File: src/rtl/serial_tx_fifo.sv
// Buffered 8N1 serial transmitter: an octet FIFO feeding a gapless frame
// serializer that can also hold the line in break on request.
module serial_tx_fifo #(
  parameter int CLK_FREQ   = 48_000_000,
  parameter int BIT_FREQ   = 115_200,
  parameter int DEPTH_LOG2 = 4
) (
  input  logic                  clk,
  input  logic                  rst_n,
  input  logic [7:0]            data,
  input  logic                  wr,
  output logic                  full,
  output logic [DEPTH_LOG2:0]   count,
  output logic                  overflow,
  input  logic                  brk,
  output logic                  idle,
  output logic                  tx
);

  localparam int BIT_TICKS = CLK_FREQ / BIT_FREQ;
  localparam int CW        = (BIT_TICKS > 1) ? $clog2(BIT_TICKS) : 1;
  localparam int CNTW      = DEPTH_LOG2 + 1;
  localparam int DEPTH     = 1 << DEPTH_LOG2;

  localparam logic [CW-1:0]   BAUD_LAST = CW'(BIT_TICKS - 1);
  localparam logic [CNTW-1:0] CNT_FULL  = CNTW'(DEPTH);
  localparam logic [CNTW-1:0] CNT_ZERO  = CNTW'(0);

  localparam logic [2:0] S_IDLE  = 3'd0;
  localparam logic [2:0] S_START = 3'd1;
  localparam logic [2:0] S_DATA  = 3'd2;
  localparam logic [2:0] S_STOP  = 3'd3;
  localparam logic [2:0] S_BREAK = 3'd4;
  localparam logic [2:0] S_MARK  = 3'd5;

  logic [7:0]            mem_q [DEPTH];
  logic [DEPTH_LOG2-1:0] wptr_q, wptr_d;
  logic [DEPTH_LOG2-1:0] rptr_q, rptr_d;
  logic [CNTW-1:0]       count_q, count_d;
  logic                  full_q, full_d;
  logic                  ovf_q, ovf_d;
  logic                  push_s, pop_s;

  logic [2:0]            state_q, state_d;
  logic [CW-1:0]         baud_q, baud_d;
  logic [2:0]            bit_q, bit_d;
  logic [7:0]            sr_q, sr_d;
  logic                  tx_q, tx_d;
  logic                  baud_end_s, decide_s;

  assign push_s     = wr & ~full_q;
  assign baud_end_s = (baud_q == BAUD_LAST);

  // FIFO bookkeeping; overflow is judged on the registered full flag
  always_comb begin
    if (push_s) begin
      wptr_d = wptr_q + DEPTH_LOG2'(1);
    end else begin
      wptr_d = wptr_q;
    end
    if (pop_s) begin
      rptr_d = rptr_q + DEPTH_LOG2'(1);
    end else begin
      rptr_d = rptr_q;
    end
    count_d = count_q + CNTW'(push_s) - CNTW'(pop_s);
    full_d  = (count_d == CNT_FULL);
    ovf_d   = ovf_q | (wr & full_q);
  end

  // FIFO state registers
  always_ff @(posedge clk or negedge rst_n) begin
    if (!rst_n) begin
      wptr_q  <= '0;
      rptr_q  <= '0;
      count_q <= '0;
      full_q  <= 1'b0;
      ovf_q   <= 1'b0;
    end else begin
      wptr_q  <= wptr_d;
      rptr_q  <= rptr_d;
      count_q <= count_d;
      full_q  <= full_d;
      ovf_q   <= ovf_d;
    end
  end

  // Octet storage; contents are don't-care until written
  always_ff @(posedge clk) begin
    if (push_s) begin
      mem_q[wptr_q] <= data;
    end
  end

  // Frame sequencer; STOP and MARK end on the same edge as the next IDLE decision
  always_comb begin
    state_d  = state_q;
    baud_d   = baud_q;
    bit_d    = bit_q;
    sr_d     = sr_q;
    tx_d     = tx_q;
    pop_s    = 1'b0;
    decide_s = 1'b0;
    case (state_q)
      S_IDLE: begin
        decide_s = 1'b1;
      end
      S_START: begin
        if (baud_end_s) begin
          state_d = S_DATA;
          baud_d  = '0;
          bit_d   = 3'd0;
          tx_d    = sr_q[0];
        end else begin
          baud_d = baud_q + CW'(1);
        end
      end
      S_DATA: begin
        if (baud_end_s) begin
          baud_d = '0;
          if (bit_q == 3'd7) begin
            state_d = S_STOP;
            tx_d    = 1'b1;
          end else begin
            sr_d  = {1'b0, sr_q[7:1]};
            tx_d  = sr_q[1];
            bit_d = bit_q + 3'd1;
          end
        end else begin
          baud_d = baud_q + CW'(1);
        end
      end
      S_STOP, S_MARK: begin
        if (baud_end_s) begin
          decide_s = 1'b1;
        end else begin
          baud_d = baud_q + CW'(1);
        end
      end
      S_BREAK: begin
        if (brk) begin
          tx_d = 1'b0;
        end else begin
          state_d = S_MARK;
          baud_d  = '0;
          tx_d    = 1'b1;
        end
      end
      default: begin
        state_d = S_IDLE;
        baud_d  = '0;
        tx_d    = 1'b1;
      end
    endcase

    if (decide_s) begin
      baud_d = '0;
      if (brk) begin
        state_d = S_BREAK;
        tx_d    = 1'b0;
      end else if (count_q != CNT_ZERO) begin
        pop_s   = 1'b1;
        sr_d    = mem_q[rptr_q];
        state_d = S_START;
        tx_d    = 1'b0;
      end else begin
        state_d = S_IDLE;
        tx_d    = 1'b1;
      end
    end else begin
      pop_s = 1'b0;
    end
  end

  // Sequencer registers; reset drives the line high without waiting for a clock
  always_ff @(posedge clk or negedge rst_n) begin
    if (!rst_n) begin
      state_q <= S_IDLE;
      baud_q  <= '0;
      bit_q   <= 3'd0;
      sr_q    <= 8'h00;
      tx_q    <= 1'b1;
    end else begin
      state_q <= state_d;
      baud_q  <= baud_d;
      bit_q   <= bit_d;
      sr_q    <= sr_d;
      tx_q    <= tx_d;
    end
  end

  assign full     = full_q;
  assign count    = count_q;
  assign overflow = ovf_q;
  assign tx       = tx_q;
  assign idle     = (state_q == S_IDLE) && (count_q == CNT_ZERO) && !brk;

endmodule

File: config.mk
export PLATFORM = sky130hd
export DESIGN_NAME = serial_tx_fifo
export DESIGN_NICKNAME = d
export VERILOG_FILES = /design/src/rtl/serial_tx_fifo.sv
export SDC_FILE = /design/constraint.sdc
export NUM_CORES = 1
export LEC_CHECK = 0
export CORE_UTILIZATION = 46
export CTS_CLUSTER_SIZE = 25
export DETAILED_ROUTE_END_ITERATION = 12
export SYNTH_ARGS = -nofsm -noshare
export SYNTH_HDL_FRONTEND = slang
export SYNTH_SLANG_ARGS = --single-unit
export TNS_END_PERCENT = 100
File: constraint.sdc
create_clock -name clk -period 3.6 [get_ports clk]
set_input_delay 0.72 -clock clk [delete_from_list [all_inputs] [get_ports clk]]
set_output_delay 0.72 -clock clk [all_outputs]
set_load 0.01 [all_outputs]
# After elaboration in Yosys (flattened, before gate mapping)
# Memories as Yosys holds them, arrays and structs flattened.
# Cells that the tools add are included.
# totals
reg_bits	39
ram_bits	128
mem_bits_ro	0
mem_count	1
latchBits	0
# classes
n_shift	0
n_reduce_logical	14
n_mux	38
magnitude_cmp	0
bitwise	4
add_sub_neg	6
multipliers	0
eq_ne	18
div_mod_pow	0
# memory_table
name	words	width	rd	rd_ports_with_merged_regs	write_ports	line_no	source
mem_q	16	8	1	0	1	36	logic [7:0] mem_q [DEPTH];
# op_table
operator	n
8-bit 2-to-1 mux	6
9-bit 2-to-1 mux	4
9-bit case mux with 4 select lines	1
3-bit 2-to-1 mux	9
3-bit != test, second input constant	5
1-bit 2-to-1 mux	14
3-bit case mux with 4 select lines	1
9-bit by 1-bit adder with 9-bit output, second input constant	1
3-bit equality test, second input constant	3
9-bit equality test, second input constant	1
4-bit by 1-bit adder with 4-bit output, second input constant	2
2-bit != test, second input constant	4
3-bit by 2-bit equality test with 1-bit output, second input constant	2
3-bit case mux with 2 select lines	1
3-bit AND reduction	2
5-bit by 1-bit adder with 5-bit output	1
5-bit equality test, second input constant	1
5-bit zero test	1
5-bit AND reduction	1
5-bit nonzero test	1
5-bit by 1-bit subtractor with 5-bit output	1
1-bit case mux with 4 select lines	1
4-bit AND reduction	1
2-bit OR reduction	2
12 further kinds	14

# Longest topological paths before layout
# Gate-level depths: netlist (run 1).
# logic_depth
ltp_word	7
ltp_mapped	15

# Worst setup path after synthesis (run 1)
# No wires, ideal clock.
# synth_path
kind	reg-to-reg
startpoint	reg count_q[3], in the netlist count[3]
endpoint	reg full_q, in the netlist full
t_arrival_ns	2.829
path_slack_ns	0.651
path_stages_with_launch	16
n_path_buf	1
path_cell_list	dfrtp_1 > inv_1 > ha_1 > nor4b_1 > nor2_1 > o21ai_2 > buf_6 > inv_1 > ha_1 > inv_1 > ha_1 > fa_1 > a21oi_1 > o21bai_1 > xnor2_1 > and3b_1
# synth_via
elab_chain_cells	6
# synth_lines
element	line_no	source
start, declared	39	logic [CNTW-1:0] count_q, count_d;
start signal, assigned	82	count_q <= count_d;
5-bit nonzero test	161	end else if (count_q != CNT_ZERO) begin
1-bit 2-to-1 mux	161	
1-bit 2-to-1 mux	158	if (brk) begin
1-bit 2-to-1 mux	156	if (decide_s) begin
via pop_s	42	logic push_s, pop_s;
5-bit by 1-bit subtractor with 5-bit output	66	count_d = count_q + CNTW'(push_s) - CNTW'(pop_s);
via count_d[4]	39	
5-bit equality test	67	full_d = (count_d == CNT_FULL);
via full_d	40	logic full_q, full_d;
end signal, assigned	83	full_q <= full_d;
end, declared	40	
# The timed path passes the listed nets, and every way through them passes these cells.
# A chain may end at the register's enable or synchronous reset.

# Final worst setup path (run 1)
# layout_path
startpoint	reg count_q[3], in the netlist count[3]
endpoint	out idle
# layout_via
elab_chain_cells	3
# layout_lines
element	line_no	source
5-bit zero test	196	assign idle = (state_q == S_IDLE) && (count_q == CNT_ZERO) && !brk;
1-bit logical AND (2 in a row)	196	
end, declared	16	output logic idle,
# No other way between the ends.

==> summary.txt, run 1 <==
cts repair resizes = 0
Cell Area, Synth = 7180 sq um
Num CTS Buffers = 17
ANT cells = 0
Critical path buffers and inverters = 3
Setup crit end kind = primary output
Gate Count Post-Synth = 421
Setup TNS Final = 0 ps
Post-synth ARST share = 23.4%
Total Nets Final = 474
Sink Count = 167
Max Fclk = 318 MHz
number of global-route vias before repair = 3797
final core occ = 53.9%
port buffer count = 20
CP required = 2880 ps
postcts setup bufs = 0
WS Path Type = reg2out
largest net degree at the start of global routing = 40
Worst path max stage delay = 530 ps
Top FF cell, synth = edfxtp_1
crit path launch type = flop
placed cell areas = 7550 sq um
clk buf depth = 2
hold_buf cts = 0
# setup viols final = 0
post-layout min period = 3150 ps
vias per inst = 5.55
CP Cell Sequence = inv_1 > ha_1 > nor4b_1 > buf_4 > nor2b_1 > and2_1 > clkdlybuf4s50_1
placed insts = 616
FF/Latch Area = 4820 sq um
EDFF count, synth = 128
layout overhead on the synthesized area = 14.1%
Leak = 2.95 nW
post-route cell area = 8190 sq um
TritonCTS clock tree = done
Residual DRC = 0
sequential-to-total area share from yosys stat = 67.1%
Crit-path slowest cell = clkdlybuf4s50_1
post-detailed-route wirelength per cell = 20.4 microns
unrepaired setup endpoints after global routing = false
worst slew pin tran = 904 ps
Starting Density = 47.3%
Hold Path Class = in2async
Worst Path Arrival = 2430 ps
delay-heaviest family, CP = buffers and inverters
fill count = 1203
Final Hold Fails = 0
power per cell area = 660 nW/um^2
final hold slack = 424 ps
antenna violations before repair = 0
router iterations before antenna repair = 4
synthesized area per cell = 17.1 sq um
Core ar. = 15200 sq um
Seq cells post-synth = 167
area occupied by multi-input gates = 2170 sq um
DRT iter0 DRCs = 243
Ports = 21
Slew HR = 39.7%
Crit Path Max Fanout = 4
total number of vias = 3597
Syn. warnings = 0
num rows = 45
Max rail drop VDD = 405 uV
die area = 16100 sq um
Post-Route WL = 13.2 mm
first-pass GRT wire length = 20.9 mm
Clk Latency, worst-skew pair = 420 ps
Layout Skew = 6.53 ps
fin cells = 648
CTS root buffer = clkbuf_16
leading cell types in the layout, fill and taps excluded = 128 x edfxtp_1, 37 x dfrtp_1, 32 x mux4_2
clock-pin slew on the worst setup and hold paths = 70 ps
Netlist cell types = 55
final period utilization = 87.5%
max-cap violations = 0
final slew viol count = 0
share of post-route cells with drive strength above 1 = 19.1%
GRT Residual Overflow = 0
status = finished, final reports clean
Syn Nets = 448
DPL Wire Length = 8.52 mm
remaining antenna violation count = 0
most common cell after layout, fill and taps aside = edfxtp_1
die height = 127 microns
chip width = 127 microns
total track usage = 17.9%
Placer Congestion = 0.772
CTS HTree Levels = 4
## layer usage
metal  track usage, %  wire length (microns)  up-vias
li1                 -                      -     1677
met5                0                      0        -
met4             5.60                    153        0
met1             23.3                   5740     1846
met2             29.7                   6720       62
met3             4.48                    587       12
## sequential cells by signal, summed over array words and instances, names as in the netlist
signal and flops:
baud_q 9, wptr_q 4, full 1, mem_q 128, rptr_q 4, sr_q 8, count 5, bit_q 3
tx 1, overflow 1, state_q 3
## logic make-up (layout without fill, tap and decap cells)
group	Yosys count	in the layout	share of synthesized area, %
compound gates	44	44	4.77
buf+inv	36	75	2.72
fa+ha+maj	15	15	2.72
flops	167	167	67.1
xor+xnor	16	16	1.95
simple gates	92	92	7.96
mux	51	51	12.8
## worst register-to-register path: cells and delay by family (launching register included)
kind            cells  cell delay [ps]
compound gates      4              760
xor+xnor            1              190
fa+ha+maj           4              980
buf+inv             2              100
flops               1              390
simple gates        2              500
## cell usage after synthesis, drive strengths merged (2+ instances only)
library cell | count | share of area [%]
a21o | 2 | 0.21
a21oi | 5 | 0.35
a22o | 14 | 1.7
a22oi | 3 | 0.38
and2 | 19 | 1.7
and3 | 3 | 0.26
and4bb | 2 | 0.35
buf | 13 | 1.5
clkbuf | 7 | 0.37
dfrtp | 38 | 13
edfxtp | 128 | 54
ha | 14 | 2.4
inv | 16 | 0.84
mux2 | 3 | 0.52
mux2i | 16 | 2.2
mux4 | 32 | 10
nand2 | 12 | 0.63
nand3 | 3 | 0.21
nand3b | 2 | 0.21
nand4 | 4 | 0.35
nand4b | 2 | 0.54
nor2 | 21 | 1.1
nor2b | 8 | 0.70
nor3 | 5 | 0.51
nor3b | 3 | 0.38
nor4b | 2 | 0.24
o211ai | 4 | 0.42
o21ai | 6 | 0.47
o21bai | 2 | 0.21
o22ai | 2 | 0.17
xnor2 | 10 | 1.2
xor2 | 6 | 0.73
## per-stage QoR
step / power (mW) / setup slack (ps)
after floorplan: 3.16 / 651
after global placement: 3.47 / 432
after detailed placement: 3.50 / 378
after CTS: 5.46 / 390
after global routing: 5.65 / 253
final: 5.41 / 451
## power breakdown
group | internal (mW) | switching [mW] | leakage [nW] | total, mW
clock | 1.18 | 0.778 | 0.308 | 1.96
combinational | 0.435 | 0.472 | 1.02 | 0.907
sequential | 2.36 | 0.176 | 1.62 | 2.54
## final cells by class
class,count,area share [%]
clock inverter,15,2.64
tap,188,2.87
sequential,167,58.8
timing repair buffer,27,3.18
multi-input combinational,218,26.5
clock buffer,17,5.19
inverter,16,0.733
## path summary, 6_finish.rpt
path / from / end / slack (ps) / cells past startpoint
max in group asynchronous: rst_n / rptr_q[0] / 2550 / 1
max reg2reg: baud_q[0] / full / 640 / 13
min in group clk: overflow / overflow / 460 / 1
min: rst_n / baud_q[8] / 420 / 1
min reg2reg: overflow / overflow / 460 / 1
max: count[3] / idle / 450 / 7
No activity file was read; power rests on OpenSTA's default activity.
==> run 2: changes to the inputs <==
- CAP_MARGIN: default -> 0
- RECOVER_POWER: default -> 50
==> run 2 against run 1 <==
Clock-buffer cell count did not move. Critical endpoint unchanged. Combinational power fell by 0.6%. Design area barely moved. Sequential power barely moved. Die area did not move. Sequential share of layout area barely moved. Sequential cell count did not move. Clock skew rose by 1.3 ps. Power fell by 0.11%. The flow now finishes with violations (capacitance limit, slew limit).
==> summary.txt, run 2 (synthesis results as in run 1) <==
status = finished with violations
leading cell types in the layout, fill and taps excluded = 128 x edfxtp_1, 37 x dfrtp_1, 32 x mux4_2
Clk Latency, worst-skew pair = 420 ps
most common cell after layout, fill and taps aside = edfxtp_1
Sink Count = 167
port buffer count = 20
largest net degree at the start of global routing = 40
Max Fclk = 318 MHz
sw frac = 26.4%
Layout Skew = 7.86 ps
Crit Path Max Fanout = 4
hold_buf cts = 0
share of post-route cells with drive strength above 1 = 18.7%
total track usage = 17.9%
Residual DRC = 0
top flop regs = mem_q (128), baud_q (9), sr_q (8)
Total Nets Final = 474
Hold Path Class = reg2reg
Setup crit end kind = primary output
post-route cell area = 8190 sq um
failing checks = capacitance limit, slew limit
# setup viols final = 0
Post-Route WL = 13.2 mm
CTS HTree Levels = 4
clock share of power = 36.3%
DPL Wire Length = 8.52 mm
chip width = 127 microns
worst slew pin tran = 2170 ps
first-pass GRT wire length = 20.9 mm
Comb pwr share = 16.7%
die area = 16100 sq um
Leak = 2.95 nW
Num CTS Buffers = 17
Worst Setup EP = idle
Final Hold Fails = 0
area occupied by multi-input gates = 2170 sq um
P_sw = 1.43 mW
placed cell areas = 7550 sq um
CTS root buffer = clkbuf_16
final hold slack = 459 ps
crit path launch type = flop
antenna violations before repair = 0
total number of vias = 3597
Starting Density = 47.3%
clk buf depth = 2
max-cap violations = 1
Biggest register = mem_q
num rows = 45
R2R Path Start = baud_q[0]
Placer Congestion = 0.772
fill count = 1206
Max rail drop VDD = 405 uV
number of global-route vias before repair = 3797
WS Path Type = reg2out
die height = 127 microns
Ports = 21
GRT Residual Overflow = 0
TritonCTS clock tree = done
clock-pin slew on the worst setup and hold paths = 70 ps
Pint = 3.98 mW
cell depth of the worst flop-to-flop path = 13
FF/Latch Area = 4820 sq um
Seq pwr share = 47.0%
Setup TNS Final = 0 ps
vias per inst = 5.55
cts repair resizes = 0
DRT iter0 DRCs = 232
final core occ = 53.9%
final period utilization = 87.5%
Largest register FFs = 128
Slew HR = -44.6%
worst reg2reg endpoint = full
Worst Path Arrival = 2430 ps
post-layout min period = 3150 ps
post-detailed-route wirelength per cell = 20.4 microns
remaining antenna violation count = 0
layout overhead on the synthesized area = 14.0%
ANT cells = 0
CP required = 2880 ps
final slew viol count = 40
r2r setup slk = 630 ps
unrepaired setup endpoints after global routing = false
Critical Path Start = count[3]
postcts setup bufs = 0
power per cell area = 660 nW/um^2
router iterations before antenna repair = 4
Core ar. = 15200 sq um
## run 2: changes by cell type in the layout (fill, tap and decap cells not counted), sizes merged
cell and delta:
clkdlybuf4s50 -9, dlygate4sd3 +9, clkbuf +2, buf -2
## run 2: final cells by class
type | instances | share of cell area [%]
clock buffers | 17 | 5.19
clock inverters | 15 | 2.64
inverters | 16 | 0.733
multi-input cells | 218 | 26.6
flip-flops and latches | 167 | 58.9
well taps | 188 | 2.87
repair buffers | 27 | 3.12
## run 2: power by group through the flow
| stage | registers (mW) | clock network, mW | logic [mW] |
|---|---|---|---|
| final | 2.54 | 1.96 | 0.902 |
| after global routing | 2.57 | 2.07 | 1.01 |
| after CTS | 2.54 | 1.99 | 0.928 |
| after detailed placement | 2.58 | 0 | 0.922 |
| after global placement | 2.57 | 0 | 0.904 |
| after floorplan | 2.54 | 0 | 0.619 |
## run 2: critical path: stages (launching register included)
cell and delay (ps):
dfrtp_1 400, inv_1 90, ha_1 140, nor4b_1 340, buf_4 200, nor2b_1 160, and2_1 140, clkdlybuf4s50_1 530
## run 2: how the worst min path moves through the flow
stage,from,end,slack [ps],cells after the start
3_5_place_dp,overflow,overflow,450,1
4_1_cts,rst_n,baud_q[8],460,1
5_1_grt,overflow,overflow,490,1
6_report,overflow,overflow,460,1
2_1_floorplan,rst_n,baud_q[0],420,0
3_3_place_gp,overflow,overflow,440,1
## run 2: per-stage QoR
step / power [mW] / cells / setup slack (ps)
after global routing: 5.65 / 648 / 253
after CTS: 5.46 / 648 / 390
after detailed placement: 3.50 / 616 / 378
after floorplan: 3.16 / 421 / 651
after global placement: 3.47 / 616 / 432
final: 5.40 / 648 / 451
## run 2: routing by layer
layer  vias up  track usage (%)  share of wire, %
li1       1678                -                 -
met1      1846             23.3                44
met2        62             29.7                51
met3        11             4.48               3.4
met4         0             5.60               1.1
met5         -                0                 0
